## src/rtl/ibuf_bitserial_if.sv

```systemverilog
// Vector-in / bit-plane-slice-out handshake bundle for ibuf_bitserial.
//   i_valid/o_ready/i_data      : upstream vector handshake (element 0 newest)
//   o_valid/i_ready/o_slice     : downstream slice handshake to the crossbar
//   o_slice_idx/o_last/o_done   : slice weight index, last-slice flag, done pulse
interface ibuf_bitserial_if #(
    parameter int unsigned datatype_size  = 8,
    parameter int unsigned fifo_length    = 5,
    parameter int unsigned bits_per_cycle = 1
);
    localparam int unsigned num_slices = datatype_size / bits_per_cycle;
    localparam int unsigned idx_w      = (num_slices > 1) ? $clog2(num_slices) : 1;

    logic                      i_valid;
    logic                      o_ready;
    logic [datatype_size-1:0]  i_data [fifo_length];
    logic                      o_valid;
    logic                      i_ready;
    logic [bits_per_cycle-1:0] o_slice [fifo_length];
    logic [idx_w-1:0]          o_slice_idx;
    logic                      o_last;
    logic                      o_done;

    modport slave (
        input  i_valid, i_data, i_ready,
        output o_ready, o_valid, o_slice, o_slice_idx, o_last, o_done
    );

    modport master (
        output i_valid, i_data, i_ready,
        input  o_ready, o_valid, o_slice, o_slice_idx, o_last, o_done
    );
endinterface

```

## src/rtl/ibuf_bitserial.sv

```systemverilog
// Captures a fifo_length x datatype_size vector in one handshake and replays
// it as bit-plane slices (LSB slice first) to the crossbar wordline drivers.
//   clk, rstn : rising-edge clock, asynchronous active-low reset
//   bus       : ibuf_bitserial_if slave (vector in, slices out)
// o_ready is combinational from i_ready so a new vector can be accepted on the
// same edge as the last slice handshake (back-to-back, no idle gap).
module ibuf_bitserial #(
    parameter int unsigned datatype_size  = 8,
    parameter int unsigned fifo_length    = 5,
    parameter int unsigned bits_per_cycle = 1
) (
    input  logic              clk,
    input  logic              rstn,
    ibuf_bitserial_if.slave   bus
);
    localparam int unsigned num_slices = datatype_size / bits_per_cycle;
    localparam int unsigned idx_w      = (num_slices > 1) ? $clog2(num_slices) : 1;

    typedef enum logic {IDLE, SEND} state_t;

    state_t                    state_q, state_d;
    logic [datatype_size-1:0]  shadow_q [fifo_length];
    logic [idx_w-1:0]          idx_q, idx_d;
    logic                      done_q, done_d;
    logic                      load;
    logic                      last;
    logic                      ready_c;
    logic [bits_per_cycle-1:0] plane [fifo_length][num_slices];

    assign last = (idx_q == idx_w'(num_slices - 1));

    // State, index and done-pulse registers
    always_ff @(posedge clk or negedge rstn) begin
        if (!rstn) begin
            state_q <= IDLE;
            idx_q   <= '0;
            done_q  <= 1'b0;
        end else begin
            state_q <= state_d;
            idx_q   <= idx_d;
            done_q  <= done_d;
        end
    end

    // Shadow register is written only on an accepted input handshake
    always_ff @(posedge clk or negedge rstn) begin
        if (!rstn) begin
            for (int k = 0; k < int'(fifo_length); k++) shadow_q[k] <= '0;
        end else if (load) begin
            for (int k = 0; k < int'(fifo_length); k++) shadow_q[k] <= bus.i_data[k];
        end
    end

    // Next-state, index and handshake decode
    always_comb begin
        state_d = state_q;
        idx_d   = idx_q;
        done_d  = 1'b0;
        load    = 1'b0;
        ready_c = 1'b0;
        case (state_q)
            IDLE: begin
                ready_c = 1'b1;
                if (bus.i_valid) begin
                    load    = 1'b1;
                    idx_d   = '0;
                    state_d = SEND;
                end
            end
            SEND: begin
                if (bus.i_ready) begin
                    if (last) begin
                        done_d  = 1'b1;
                        ready_c = 1'b1;
                        idx_d   = '0;
                        if (bus.i_valid) begin
                            load = 1'b1;
                        end else begin
                            state_d = IDLE;
                        end
                    end else begin
                        idx_d = idx_q + idx_w'(1);
                    end
                end
            end
            default: state_d = IDLE;
        endcase
    end

    // Re-view the shadow register as per-element bit planes
    for (genvar k = 0; k < int'(fifo_length); k++) begin : g_elem
        for (genvar s = 0; s < int'(num_slices); s++) begin : g_plane
            assign plane[k][s] = shadow_q[k][s*bits_per_cycle +: bits_per_cycle];
        end
        assign bus.o_slice[k] = plane[k][idx_q];
    end

    assign bus.o_ready     = ready_c;
    assign bus.o_valid     = (state_q == SEND);
    assign bus.o_slice_idx = idx_q;
    assign bus.o_last      = (state_q == SEND) && last;
    assign bus.o_done      = done_q;
endmodule

```

## src/flat_wrapper.sv

```systemverilog
// flat-port wrapper written by rule: the top's interface ports become plain ports
module ibuf_bitserial_flat 
#(
    parameter int unsigned datatype_size  = 8,
    parameter int unsigned fifo_length    = 5,
    parameter int unsigned bits_per_cycle = 1
)
  (clk, rstn, bus_i_valid, bus_i_data, bus_i_ready, bus_o_ready, bus_o_valid, bus_o_slice, bus_o_slice_idx, bus_o_last, bus_o_done);
  ibuf_bitserial_if #(.datatype_size(datatype_size), .fifo_length(fifo_length), .bits_per_cycle(bits_per_cycle)) bus_i ();
  input  logic clk;
  input  logic rstn;
  input wire logic [$bits(bus_i.i_valid)-1:0] bus_i_valid;
  input wire logic [$bits(bus_i.i_data)-1:0] bus_i_data;
  input wire logic [$bits(bus_i.i_ready)-1:0] bus_i_ready;
  output wire logic [$bits(bus_i.o_ready)-1:0] bus_o_ready;
  output wire logic [$bits(bus_i.o_valid)-1:0] bus_o_valid;
  output wire logic [$bits(bus_i.o_slice)-1:0] bus_o_slice;
  output wire logic [$bits(bus_i.o_slice_idx)-1:0] bus_o_slice_idx;
  output wire logic [$bits(bus_i.o_last)-1:0] bus_o_last;
  output wire logic [$bits(bus_i.o_done)-1:0] bus_o_done;
  assign bus_i.i_valid = bus_i_valid;
  assign bus_i.i_data = {>>{bus_i_data}};
  assign bus_i.i_ready = bus_i_ready;
  assign bus_o_ready = bus_i.o_ready;
  assign bus_o_valid = bus_i.o_valid;
  assign bus_o_slice = {>>{bus_i.o_slice}};
  assign bus_o_slice_idx = bus_i.o_slice_idx;
  assign bus_o_last = bus_i.o_last;
  assign bus_o_done = bus_i.o_done;
  ibuf_bitserial #(.datatype_size(datatype_size), .fifo_length(fifo_length), .bits_per_cycle(bits_per_cycle)) u_core (.clk(clk), .rstn(rstn), .bus(bus_i));
endmodule
```

## config.mk

```make
export PLATFORM = sky130hd
export DESIGN_NAME = ibuf_bitserial_flat
export DESIGN_NICKNAME = d
export VERILOG_FILES = /design/src/rtl/ibuf_bitserial_if.sv /design/src/rtl/ibuf_bitserial.sv /design/src/flat_wrapper.sv
export SDC_FILE = /design/constraint.sdc
export NUM_CORES = 1
export LEC_CHECK = 0
export CORE_MARGIN = 5
export CORE_UTILIZATION = 52
export DETAILED_ROUTE_END_ITERATION = 8
export PLACE_DENSITY = 0.83
export SLEW_MARGIN = 20
export SYNTH_ARGS = -nofsm -noshare
export SYNTH_HDL_FRONTEND = slang
export SYNTH_SLANG_ARGS = --single-unit
```

## constraint.sdc

```tcl
create_clock -name clk -period 3.9 [get_ports clk]
set_clock_uncertainty 0.1 [all_clocks]
set_input_delay 0.975 -clock clk [delete_from_list [all_inputs] [get_ports clk]]
set_output_delay 0.975 -clock clk [all_outputs]
set_load 0.02 [all_outputs]
```

==> summary.md <==
| Metric | Value |
|---|---|
| Status | finished clean |
| Arrival time at the worst endpoint | 2.54 ns |
| Combinational share of power | 42.3% |
| Post-synth EDFFs | 0 |
| Final Hold Fails | 0 |
| Leak | 1.21 nW |
| CP Launch Type | flop |
| Max clock buf depth | 2 |
| Routed len/inst | 16.6 um |
| CTS Hold Bufs | 0 |
| Total track usage | 15.9% |
| FF+latch count, synth | 45 |
| Die width | 73.5 um |
| GP Congestion | 0.706 |
| DP HPWL | 2.85 mm |
| Max-Cap Viols | 0 |
| Synth cell types | 15 |
| Initial Util | 53.2% |
| Worst min path class | flop to flop |
| NetSw | 0.624 mW |
| Detailed Route Iter0 Violations | 76 |
| Pint | 1.48 mW |
| Global-route wire length before repair | 6.45 mm |
| Netlist Area Pre-Place | 2100 sq um |
| CP Max Fanout | 14 |
| Seq pwr share | 40.7% |
| Crit path time final | 3.62 ns |
| Max Clk Rate | 277 MHz |
| Root Buffer | clkbuf_8 |
| Net Count, Synth | 172 |
| CP startpoint | u_core.bus.o_slice_idx[0] |
| Die area | 5400 sq um |
| Fin nets | 229 |
| Layout cell share with drive strength beyond 1 | 31.5% |
| Drt via density | 5.35 |
| Predominant post-synthesis flop cell | dfrtp_1 |
| Power density cells | 761 nW/um^2 |
| Boundary Pins | 56 |
| Mapped Cells | 126 |
| Peak VDD IR | 0.381 mV |
| Core area | 3940 sq um |
| Share of the synthesized area in the top cell type | 53.7% |
| Synth top cells by count | mux2_2, dfrtp_1, mux4_1 |
| Vias in the first global route | 1410 |
| Power after layout | 2.11 mW |
| Switch share | 29.6% |
| Port bufs | 55 |
| DRC | 0 |
| Setup TNS Final | 0 ns |
| RSZ-0062 raised after global routing | no |
| Worst EP required | 2.82 ns |
| Post-synth ARST share | 100% |
| Area Growth Syn to Fin | 32.1% |
| Yosys warning count | 0 |
| CTS clk-pin slew, worst paths | 0.09 ns |
| Placement Setup Slack | 0.484 ns |
| Vias | 1252 |
| Clock Latency Late Sink | 0.29 ns |
| Max-slew headroom | 55.5% |
| Post-cts sizing count | 0 |
| Cell accounting for the most synthesized area | dfrtp_1 |
| Clock share of power | 17.0% |
| Number of placement rows | 23 |
| Final setup fails | 0 |
| First drt pass iteration count | 4 |
| Post-CTS Setup Repair Bufs | 0 |
| CP endpoint kind | output port |
| Dominant cell by count in the synthesized netlist | mux2_2 |
| Die height | 73.5 um |
| Final worst slack | 0.283 ns |
| Grt ovf | 0 |
| CP Class | flop to output port |
| Sequential fraction of the synthesis area | 53.7% |
| Hold Startpoint | u_core.plane[6] |
| Crit share post-route | 92.7% |
| CTS tree | built |
| CTS Buf Count | 5 |
| Initial antenna violation count | 0 |
| ANT cells | 0 |
| Max Slew Vio Count | 0 |
| Clock sinks | 45 |
| Post-Route WL | 3.88 mm |
| Synth area leaders | dfrtp_1, mux2_2, mux4_1 |
| Worst-margin pin slew | 0.667 ns |
| Largest net degree at the start of global routing | 46 |
| Synthesized area per cell | 16.6 sq um |
| RR Startpoint | u_core.bus.o_slice_idx[0] |
| Number of routed nets with antenna violations | 0 |
| CTS H-tree lvls | 2 |
[per-layer routing]
layer  part of all wire, %  vias up  track usage, %
met2                    53       42            27.3
met4                  0.82        0            4.83
li1                      -      588               -
met5                     0        -               0
met1                    39      618            19.5
met3                   7.0        4            4.65
[power by group through the flow]
stage               Sequential [mW]  Clock, mW  Combinational [mW]
floorplan                     0.795          0               0.654
global placement              0.850          0               0.878
global route                  0.890      0.390               0.962
finish                        0.858      0.358               0.891
detailed placement            0.873          0               0.903
CTS                           0.862      0.366               0.909
[critical path: stages (launching register included)]
cell             delay [ns]
dfrtp_1                0.78
mux4_1                 0.65
mux2_2                 0.28
clkdlybuf4s50_1        0.54
[path summary, 6_finish.rpt]
path                       cells past startpoint                   endpoint  slack, ns
max                                            3             bus_o_slice[1]       0.28
min                                            1            u_core.plane[6]       0.40
max reg2reg                                    6           u_core.plane[18]       1.50
min reg2reg                                    1            u_core.plane[6]       0.40
max in group asynchronous                      1           u_core.plane[32]       2.75
min in group asynchronous                      1  u_core.bus.o_slice_idx[1]       0.57
[through the flow]
step	instances	util [%]	instance area (sq um)	hold slack [ns]
2_1_floorplan	126	-	2100	0.370
6_report	234	70.3	2770	0.399
3_3_place_gp	226	67.2	2650	0.380
3_5_place_dp	226	67.2	2650	0.385
5_1_grt	234	70.3	2770	0.421
4_1_cts	234	70.2	2770	0.403
[registers in the layout, indices dropped and copies added, names as in the netlist]
register	flops
u_core.plane	40
u_core.bus.o_valid	1
u_core.bus.o_done	1
u_core.bus.o_slice_idx	3
[cells by family (layout without fill, tap and decap cells)]
family,after synthesis,count (layout),share of synthesized area [%]
fa+ha+maj,2,2,1.19
buf+inv,7,65,3.28
flops,45,45,53.7
compound gates,4,4,1.31
simple gates,11,11,2.74
mux,57,57,37.8
[final cells by class]
type | count | area, sq um
fillers | 274 | 1170
well taps | 50 | 62.6
flip-flops and latches | 45 | 1130
clock inverters | 1 | 30.0
multi-input cells | 74 | 902
clock buffers | 7 | 86.3
repair buffers | 57 | 563
[layout by cell type, fill, tap and decap left out]
cell type | Yosys | routed
clkdlybuf4s50_1 | 0 | 54
mux2_2 | 47 | 47
dfrtp_1 | 45 | 45
mux4_1 | 10 | 10
clkbuf_8 | 2 | 6
nand2b_1 | 4 | 4
nand2_1 | 4 | 4
buf_4 | 0 | 3
o21ai_0 | 2 | 2
ha_1 | 2 | 2
and2_1 | 1 | 1
a21bo_2 | 1 | 1
and3_1 | 1 | 1
nand3_1 | 1 | 1
o31ai_1 | 1 | 1
bufinv_16 | 0 | 1
clkbuf_1 | 2 | 1
Power figures use the tool's default switching activity.
